$ cat config.mk
export PLATFORM = sky130hd
export DESIGN_NAME = uart_tx_fifo
export DESIGN_NICKNAME = d
export VERILOG_FILES = /design/src/rtl/uart_tx_fifo.sv
export SDC_FILE = /design/constraint.sdc
export NUM_CORES = 1
export LEC_CHECK = 0
export ABC_AREA = 1
export ABC_CLOCK_PERIOD_IN_PS = 2200
export BUFFER_PORTS_ARGS = -buffer_cell sky130_fd_sc_hd__buf_4
export CORE_ASPECT_RATIO = 1.4
export CORE_UTILIZATION = 40
export CTS_CLUSTER_SIZE = 40
export DETAILED_ROUTE_END_ITERATION = 16
export HOLD_SLACK_MARGIN = 0.08
export PLACE_DENSITY = 0.6
export SYNTH_ARGS = -nofsm -noshare
export SYNTH_HDL_FRONTEND = slang
export SYNTH_SLANG_ARGS = --single-unit
$ cat constraint.sdc
create_clock -name clk -period 2.2 [get_ports clk]
set_input_delay 0.44 -clock clk [delete_from_list [all_inputs] [get_ports clk]]
set_output_delay 0.44 -clock clk [all_outputs]
set_load 0.005 [all_outputs]
$ cat src/rtl/uart_tx_fifo.sv
// Byte FIFO between the UART receiver and transmitter; launches one stored byte per transmitter frame.
// Latency: a write into an empty FIFO with an idle transmitter produces tx_en one cycle after the write edge.
// Backpressure: launches wait for tx_rdy; writes arriving while full are dropped and flagged by sticky overflow.
module uart_tx_fifo #(
   parameter int DEPTH_LOG2 = 4,
   parameter int DATA_W     = 8
) (
   input  logic                  clk,
   input  logic                  rst,
   input  logic [DATA_W-1:0]     wr_data,
   input  logic                  wr_en,
   output logic                  full,
   output logic [DEPTH_LOG2:0]   count,
   output logic                  overflow,
   input  logic                  tx_rdy,
   output logic                  tx_en,
   output logic [DATA_W-1:0]     tx_data
);

   localparam int DEPTH = 1 << DEPTH_LOG2;
   localparam logic [DEPTH_LOG2:0] FULL_CNT = {1'b1, {DEPTH_LOG2{1'b0}}};

   typedef enum logic [1:0] {
      IDLE      = 2'd0,
      WAIT_LOW  = 2'd1,
      WAIT_HIGH = 2'd2
   } state_t;

   state_t                  state;
   logic [DATA_W-1:0]       mem [DEPTH];
   logic [DEPTH_LOG2-1:0]   wr_ptr;
   logic [DEPTH_LOG2-1:0]   rd_ptr;
   logic                    wr_acc;
   logic                    pop;
   logic [DEPTH_LOG2:0]     next_count;

   // Full is taken from the registered count, so a write while full is dropped even if a pop happens that cycle.
   assign wr_acc = wr_en && !full;
   assign pop    = (state == IDLE) && (count != '0) && tx_rdy;

   // Occupancy for the next cycle: simultaneous accepted write and pop leaves it unchanged.
   always_comb begin
      next_count = count;
      case ({wr_acc, pop})
         2'b10:   next_count = count + 1'b1;
         2'b01:   next_count = count - 1'b1;
         default: next_count = count;
      endcase
   end

   // Storage array; contents need no reset because count gates every read.
   always_ff @(posedge clk) begin
      if (wr_acc) begin
         mem[wr_ptr] <= wr_data;
      end
   end

   // Write pointer, occupancy, full flag and sticky overflow.
   always_ff @(posedge clk) begin
      if (rst) begin
         wr_ptr   <= '0;
         count    <= '0;
         full     <= 1'b0;
         overflow <= 1'b0;
      end else begin
         if (wr_acc) begin
            wr_ptr <= wr_ptr + 1'b1;
         end
         if (wr_en && full) begin
            overflow <= 1'b1;
         end
         count <= next_count;
         full  <= (next_count == FULL_CNT);
      end
   end

   // Launch FSM: pop one byte when the transmitter is idle, then wait for it to go busy and idle again.
   always_ff @(posedge clk) begin
      if (rst) begin
         state   <= IDLE;
         rd_ptr  <= '0;
         tx_en   <= 1'b0;
         tx_data <= '0;
      end else begin
         case (state)
            IDLE: begin
               if (pop) begin
                  tx_data <= mem[rd_ptr];
                  rd_ptr  <= rd_ptr + 1'b1;
                  tx_en   <= 1'b1;
                  state   <= WAIT_LOW;
               end else begin
                  tx_en <= 1'b0;
               end
            end
            WAIT_LOW: begin
               tx_en <= 1'b0;
               if (!tx_rdy) begin
                  state <= WAIT_HIGH;
               end
            end
            WAIT_HIGH: begin
               tx_en <= 1'b0;
               if (tx_rdy) begin
                  state <= IDLE;
               end
            end
            default: begin
               tx_en <= 1'b0;
               state <= IDLE;
            end
         endcase
      end
   end

endmodule

**After elaboration in Yosys (flattened, before gate mapping)**

Memory sizes are Yosys's and may differ from the RTL's. A register that Yosys moved wholly into a read port is not among the register bits.
Index checks and enable logic that the tools add are counted.

- Bitwise gates (word level): 1
- Add/subtract/negate cells: 4
- Muxes and demuxes: 8
- Equal/unequal tests: 8
- Reduce and logical (&&, ||, !) cells: 10

Operators by type and width:

| kind | number |
|---|---|
| case mux 5 bit (2 select lines) | 1 |
| adder 4 x 1 -> 4 bit (second input constant) | 2 |
| 2-to-1 mux 2 bit | 3 |
| != test 2 bit (second input constant) | 3 |
| case mux 2 bit (3 select lines) | 1 |
| adder 5 x 1 -> 5 bit (second input constant) | 1 |
| equality test 5 bit (second input constant) | 1 |
| nonzero test 5 bit | 1 |
| subtractor 5 x 1 -> 5 bit (second input constant) | 1 |
| equality test 2 x 1 -> 1 bit (second input constant) | 2 |
| equality test 2 bit (second input constant) | 2 |
| logical AND 1 bit | 4 |
| 2-to-1 mux 1 bit | 3 |
| AND reduction 3 bit | 1 |
| logical NOT 2 bit | 1 |
| AND reduction 2 bit | 1 |
| OR reduction 2 bit | 1 |
| logical NOT 1 bit | 1 |
| inverter 1 bit | 1 |

- Output and inout port bits: 16
- Word-level logic and storage cells: 39
- Memory bits (writable): 128
- Memories kept: 1
- Register bits after elaboration: 18

Memory list:

| name | words | width | read ports | clocked after memory_dff | write ports | RTL line | RTL |
|---|---|---|---|---|---|---|---|
| mem | 16 | 8 | 1 | 1 | 1 | 30 | `logic [DATA_W-1:0] mem [DEPTH];` |

**Logic depth before layout (Yosys ltp)**

Gate-level depths: netlist of run 1.

- Word-level depth: 6
- Depth in mapped cells: 18

**Worst setup path after synthesis of run 1**

Ideal clock, no wire load.

- Path kind: reg2reg
- Start point: reg count[0]
- End point: reg count[4]
- Setup time: 0.112 ns
- Path buffers: 2
- Slack: 0.159 ns
- Cell stages (with the launch flop): 18
- Data required time: 2.088 ns
- Period minus slack after synthesis: 2.041 ns
- Arrival: 1.929 ns
- Path through: dfxtp_1 -> nor2_1 -> nand3_2 -> nand2_2 -> inv_2 -> buf_4 -> buf_4 -> ha_1 -> a21oi_1 -> inv_1 -> nand3_1 -> nand2_1 -> nand2_1 -> nand2_1 -> nand2_1 -> nand2_1 -> nand2_1 -> inv_1

- Cells in the longest elaborated chain, start to end: 5
- Elaborated cells on any way between the ends: 8
- Classes of those cells: add/sub: 2; eq/ne: 2; mux: 1; reduce/logical: 3

RTL lines:

| item | RTL line | RTL |
|---|---|---|
| from (decl) | 13 | `output logic [DEPTH_LOG2:0] count,` |
| from (signal assigned) | 72 | `count <= next_count;` |
| parallel branches: the longest is 4 deep, another holds subtractor 5 x 1 -> 5 bit | n/a |  |
| case mux 5 bit (2 select lines) * | 44 | `case ({wr_acc, pop})` |

Mark *: on every way between the ends.
A chain may end at the register's enable or synchronous reset.

**Worst setup path after layout of run 1**

- Start point: reg count[0]
- End point: reg full

- Cells in the longest elaborated chain, start to end: 6
- Elaborated cells on any way between the ends: 9
- Classes of those cells: add/sub: 2; eq/ne: 3; mux: 1; reduce/logical: 3

RTL lines:

| item | RTL line | RTL |
|---|---|---|
| parallel branches: the longest is 4 deep, another holds subtractor 5 x 1 -> 5 bit | n/a |  |
| case mux 5 bit (2 select lines) * | 44 |  |
| equality test 5 bit * | 73 | `full <= (next_count == FULL_CNT);` |
| to (signal assigned) | 73 |  |
| to (decl) | 12 | `output logic full,` |

Marks and branches as above.

==> metrics.txt, run 1 <==
status finished clean; cell taking the most area after synthesis edfxtp_1; Resized Gates After CTS 0; cells on worst reg2reg path 10; hold path depth 3; Hold Path Origin wr_en; max-slew violations 0; Layout Utilization 47.6%; largest net degree at the start of global routing 42; synth top area cells edfxtp_1, dfxtp_1, nor2_1; hpwl dp 8.87 mm; delay-heaviest family, CP simple AND/OR/NAND/NOR gates; Post-synth top flop edfxtp_1; vias after detailed routing 4245; H-Tree Depth 4; Worst VDD drop 0.000665 V; GRT Util Overall 19.4%; first-pass GRT wire length 22.7 mm; YS warnings 0; Worst Hold End overflow; total chip power 8.68 mW; GR Overflow Total 0; Least-Margin Pin Slew 0.680 ns; n_diodes 0; Hold Vio Cnt, Final 0; top-area cell type share of the netlist area 60.8%; slowest stage cell, crit path dfxtp_1; Die Wd 108 um; later-pin clock latency in the skew report 0.42 ns; crit path kind reg2reg; HP Class in2reg; root buf cell clkbuf_16; Avg WL per Cell 18.8 um; port bufs 27; Die Area 16300 um2; CP Max Fanout 6; crit path DAT 2.32 ns; Synth Net Count 540; post-route design area 7400 um2; Total Wirelength 14.5 mm; r2r startpoint count[0]; Rel. slew slack 54.6%; fillers 1364; synthesized area per cell 12.1 um2; Worst-path clk slew 0.06 ns; post-CTS setup buffers 0; initial antenna violation count 0; Final period util 88.8%; Syn-to-layout area delta 17.1%; CTS buffer count 17; PD cells 1170 nW/um2; Async S/R FF share, synth 0%; initial drt markers 225; max incr delay on CP 0.36 ns; Fin Hold WS 0.270 ns; Yosys cell types 34; DRC 0; CP Data Required Time 2.56 ns; Clock Skews 0.0130 ns; max cap viols 0; layout cell share with drive strength beyond 1 18.4%; RSZ-0062 raised after global routing no; Worst Setup End Kind flip-flop; # setup viols final 0; CTS Hold Buffers Added 0; placed cell area 6790 um2; leakage power of the design 2.63 nW; setup TNS 0 ns; antenna viol nets, final 0; Worst path most repeated cell nor2_1; r2r setup slk 0.25 ns; multi-input logic area 1660 um2; vias per inst 5.49; cells along the critical path nor2_1, nand3_2, nand2_2, inv_2, ha_1, o21ai_0, nand2_1, nor2_1, nand3_1, nor2_2; FF/Latch Area 4370 um2; chip height 151 um; Max Fclk 512 MHz; initial core utilization 40.7%; io pins 28; CP bufs+invs 1; CTS max path bufs 2; Reg2Reg Capture Point full; Mapped Cells 521; vias in the first global route 4131; RePlAce Congestion 0.834; # nets final 583; Mapped Area 6320 um2; CTS tree done; row count 54; #FFs+latches synth 154; clk sinks 154; DRT Pass-1 Iters 6; core area 15500 um2; Seq/Total Area, Yosys 69.1%; EDFF count, synth 128; min Tclk post-route 1.95 ns; crit path launch type flip-flop
==> metal layers <==
layer | share of wire, % | vias to the layer above | track usage [%]
met5 | 0 | - | 0
met3 | 5.7 | 30 | 5.06
met2 | 50 | 158 | 32.4
met1 | 40 | 2064 | 22.7
met4 | 4.2 | 0 | 10.7
li1 | - | 1993 | -
==> power breakdown <==
part           switching [mW]  internal [mW]  total [mW]  leakage (nW)
Clock                    1.18           1.81        2.99         0.290
Sequential              0.125           3.35        3.47          1.37
Combinational            1.44          0.779        2.22         0.970
==> cell usage after synthesis, types with 2 or more instances <==
library cell,n
edfxtp_1,128
nor2_1,90
o21ai_0,46
nand2_1,32
dfxtp_1,26
nand3_1,26
o21ai_1,25
inv_1,23
o221ai_1,23
o211ai_1,13
clkbuf_1,12
a21oi_1,11
o22ai_1,9
buf_2,7
ha_1,7
inv_2,7
buf_6,6
nand2_2,4
o211ai_2,4
buf_4,3
nand4_1,3
clkinv_1,2
nor2_2,2
xor2_1,2
==> state kept, by name, summed over array words and instances, names as in the netlist <==
name	count
count	5
full	1
mem	128
overflow	1
rd_ptr	4
state	2
tx_data	8
tx_en	1
wr_ptr	4
==> logic make-up after synthesis <==
family / share of synthesized area, %
fa+ha+maj: 1.39
flops: 69.1
simple gates: 11.5
buf+inv: 4.69
compound gates: 13.0
xor+xnor: 0.277
==> how the worst max path moves through the flow <==
| stage | from | to | slack (ns) | cells after the start |
|---|---|---|---|---|
| after floorplan | count[0] | count[4] | 0.16 | 17 |
| after global placement | wr_en | count[4] | 0.21 | 18 |
| after detailed placement | wr_en | count[4] | 0.17 | 18 |
| after CTS | count[0] | full | 0.23 | 10 |
| after global routing | count[0] | full | 0.0003 | 10 |
| final | count[0] | full | 0.25 | 10 |
==> cell type report <==
cell class | instances | share of cell area [%]
Sequential cell | 154 | 59.0
Clock buffer | 17 | 5.75
Tap cell | 196 | 3.31
Clock inverter | 15 | 2.55
Multi-Input combinational cell | 306 | 22.4
Timing Repair Buffer | 52 | 5.28
Inverter | 33 | 1.71
==> metrics by stage <==
stage | setup WS (ns) | cells
floorplan | 0.159 | 521
global placement | 0.206 | 741
detailed placement | 0.173 | 741
CTS | 0.233 | 773
global route | 0.000259 | 773
finish | 0.247 | 773
==> placed cells by master (no fill, tap or decap), types with 4 or more instances in the layout <==
| cell | instances |
|---|---|
| o21ai_1 | 25 |
| nor2_1 | 90 |
| edfxtp_1 | 128 |
| inv_1 | 23 |
| clkbuf_16 | 17 |
| nand2_2 | 4 |
| buf_4 | 52 |
| inv_6 | 4 |
| nand3_1 | 26 |
| o21ai_0 | 46 |
| o22ai_1 | 9 |
| nand2_1 | 32 |
| o211ai_2 | 4 |
| dfxtp_1 | 25 |
| o221ai_1 | 23 |
| inv_2 | 7 |
| ha_1 | 7 |
| o211ai_1 | 13 |
| a21oi_1 | 11 |
==> tightest hold or removal path, cell delays in order <==
cell and delay (ns):
buf_4 0.09, a21oi_1 0.05, nor2_1 0.07
Note: power is estimated with default switching activity, not from simulation.
==> run 2: changes to the inputs <==
--- a/config.mk
+++ b/config.mk
@@ -8,12 +8,14 @@
 export ABC_AREA = 1
 export ABC_CLOCK_PERIOD_IN_PS = 2200
 export BUFFER_PORTS_ARGS = -buffer_cell sky130_fd_sc_hd__buf_4
+export CELL_PAD_IN_SITES_DETAIL_PLACEMENT = 2
+export CELL_PAD_IN_SITES_GLOBAL_PLACEMENT = 2
 export CORE_ASPECT_RATIO = 1.4
 export CORE_UTILIZATION = 40
 export CTS_CLUSTER_SIZE = 40
 export DETAILED_ROUTE_END_ITERATION = 16
 export HOLD_SLACK_MARGIN = 0.08
-export PLACE_DENSITY = 0.6
+export PLACE_DENSITY = 0.79
 export SYNTH_ARGS = -nofsm -noshare
 export SYNTH_HDL_FRONTEND = slang
 export SYNTH_SLANG_ARGS = --single-unit
==> metrics.txt, run 2 (same netlist as run 1, synthesis figures left out) <==
first-pass GRT wire length 30.5 mm (+34%); GR Overflow Total 0 (unchanged); Hold Vio Cnt, Final 0 (unchanged); r2r setup slk 0.23 ns (-0.02 ns); initial antenna violation count 0 (unchanged); later-pin clock latency in the skew report 0.43 ns (about the same); NetSw 3.04 mW (+11%); DRT Pass-1 Iters 4 (-2); fillers 1554 (+14%); chip height 151 um (unchanged); DRC 0 (unchanged); GRT Util Overall 26.5% (+7.1 points); DP Cell Count 745 (+0.54%); commonest non-fill, non-tap cells in the layout edfxtp_1, nor2_1, buf_4; Total Wirelength 19.8 mm (+36%); max reg flops 128 (unchanged); RePlAce Congestion 0.818 (-1.9%); internal power 5.90 mW (-0.48%); Hold Path Origin wr_en; Worst Hold End overflow; io pins 28 (unchanged); clk sinks 154 (unchanged); switching share of power 34.0% (+2.3 points); Max Fclk 508 MHz (-0.80%); leakage power of the design 2.66 nW (+1.2%); hpwl dp 13.2 mm (+49%); crit path kind reg2reg; layout cell share with drive strength beyond 1 19.4% (+1.0 points); core area 15500 um2 (unchanged); crit path DAT 2.34 ns (+0.02 ns); initial drt markers 217 (-3.6%); port bufs 27 (unchanged); RSZ-0062 raised after global routing no; status finished clean; Flop pwr share 39.3% (-0.7 points); Worst VDD drop 0.000658 V (-1.1%); largest net degree at the start of global routing 42 (unchanged); Syn-to-layout area delta 17.5%; Reg2Reg Capture Point full; vias after detailed routing 4479 (+5.5%); Final period util 89.5% (+0.72 points); Avg WL per Cell 25.4 um (+35%); PD cells 1200 nW/um2 (+2.7%); CTS max path bufs 2 (unchanged); Largest Register mem; setup TNS 0 ns (unchanged); antenna viol nets, final 0 (unchanged); Worst-path clk slew 0.06 ns (about the same); CP Data Required Time 2.57 ns (about the same); Die Area 16300 um2 (unchanged); r2r startpoint count[0]; root buf cell clkbuf_16; Comb pwr share 29.2% (+3.6 points); Clock Skews 0.00793 ns (-0.00504 ns); row count 54 (unchanged); HP Class in2reg; vias per inst 5.76 (+4.8%); Worst Setup End Kind flip-flop; CP Max Fanout 6 (unchanged); CTS buffer count 17 (unchanged); min Tclk post-route 1.97 ns (+0.0158 ns); total chip power 8.94 mW (+3.0%); Fin Hold WS 0.257 ns (-0.0124 ns); CTS tree done; hold path depth 3 (unchanged); H-Tree Depth 4 (unchanged); biggest regs mem: 128 flops, tx_data: 8 flops, count: 5 flops; vias in the first global route 5049 (+22%); Die Wd 108 um (unchanged); Rel. slew slack 63.4% (+8.8 points); # setup viols final 0 (unchanged); Final Instance Count excl. Fillers 778 (+0.65%); commonest non-fill, non-tap cell in the layout edfxtp_1; # nets final 588 (+0.86%); max cap viols 0 (unchanged); initial core utilization 40.7% (unchanged); crit path launch type flip-flop; n_diodes 0 (unchanged); cells on worst reg2reg path 10 (unchanged); clock share of power 31.6% (-2.8 points); max-slew violations 0 (unchanged); Least-Margin Pin Slew 0.548 ns (-0.131 ns)
## run 2: cell types whose count changed in the layout (fill, tap and decap cells not counted), sizes merged
cell / previous run / this run
buf: 52 / 57
bufinv: 3 / 0
clkbuf: 17 / 27
clkinv: 6 / 5
clkinvlp: 3 / 0
inv: 36 / 33
## run 2: area by class of cell
type / instances / area (um2) / share of cell area (%)
well taps: 196 / 245 / 3.30
multi-input cells: 306 / 1670 / 22.4
flip-flops and latches: 154 / 4370 / 58.9
repair buffers: 57 / 453 / 6.10
inverters: 33 / 126 / 1.70
clock inverters: 5 / 27.5 / 0.371
clock buffers: 27 / 536 / 7.21
## run 2: per-layer routing
layer / vias to the layer above / global-route usage, % / wire length (um) / share of wire [%]
met1: 2336 / 29.6 / 7670 / 39
met3: 46 / 4.85 / 576 / 2.9
met5: - / 0 / 0 / 0
met4: 0 / 13.8 / 788 / 4.0
met2: 99 / 47.5 / 10700 / 54
li1: 1998 / - / - / -
## run 2: critical path, stage by stage (launching register included)
cell and delay, ns:
dfxtp_2 0.35, nor2_1 0.14, nand3_2 0.19, nand2_4 0.15, inv_2 0.05, ha_1 0.36
o21ai_0 0.26, nand2_1 0.09, nor2_1 0.12, nand3_1 0.10, nor2_2 0.10
## run 2: how the worst max path moves through the flow
stage,start,to,slack (ns),cells past startpoint
2_1_floorplan,count[0],count[4],0.16,17
3_3_place_gp,wr_en,count[4],0.17,18
3_5_place_dp,wr_en,count[4],0.03,18
4_1_cts,count[3],count[4],0.16,16
5_1_grt,count[0],full,0.02,10
6_report,count[0],full,0.23,10
## run 2: power groups by stage
stage | clock, mW | combinational [mW] | sequential [mW]
4_1_cts | 2.86 | 2.60 | 3.50
3_5_place_dp | 0 | 2.56 | 3.56
3_3_place_gp | 0 | 2.37 | 3.54
5_1_grt | 2.95 | 2.87 | 3.53
6_report | 2.83 | 2.61 | 3.51
2_1_floorplan | 0 | 1.61 | 3.52
## run 2: metrics by stage
stage | utilization [%] | setup WS (ns) | cell area (um2)
2_1_floorplan | - | 0.159 | 6320
3_3_place_gp | 44.0 | 0.168 | 6840
3_5_place_dp | 44.0 | 0.0329 | 6840
4_1_cts | 47.6 | 0.158 | 7400
5_1_grt | 47.8 | 0.0205 | 7430
6_report | 47.8 | 0.231 | 7430
## run 2: what timing repair did
| action | 4_1_cts | 5_1_grt |
|---|---|---|
| endpoints found under the setup margin | 0 | 2 |
| hold buffers | 0 | 0 |
| resized for setup | 0 | 7 |
| setup buffers | 0 | 1 |
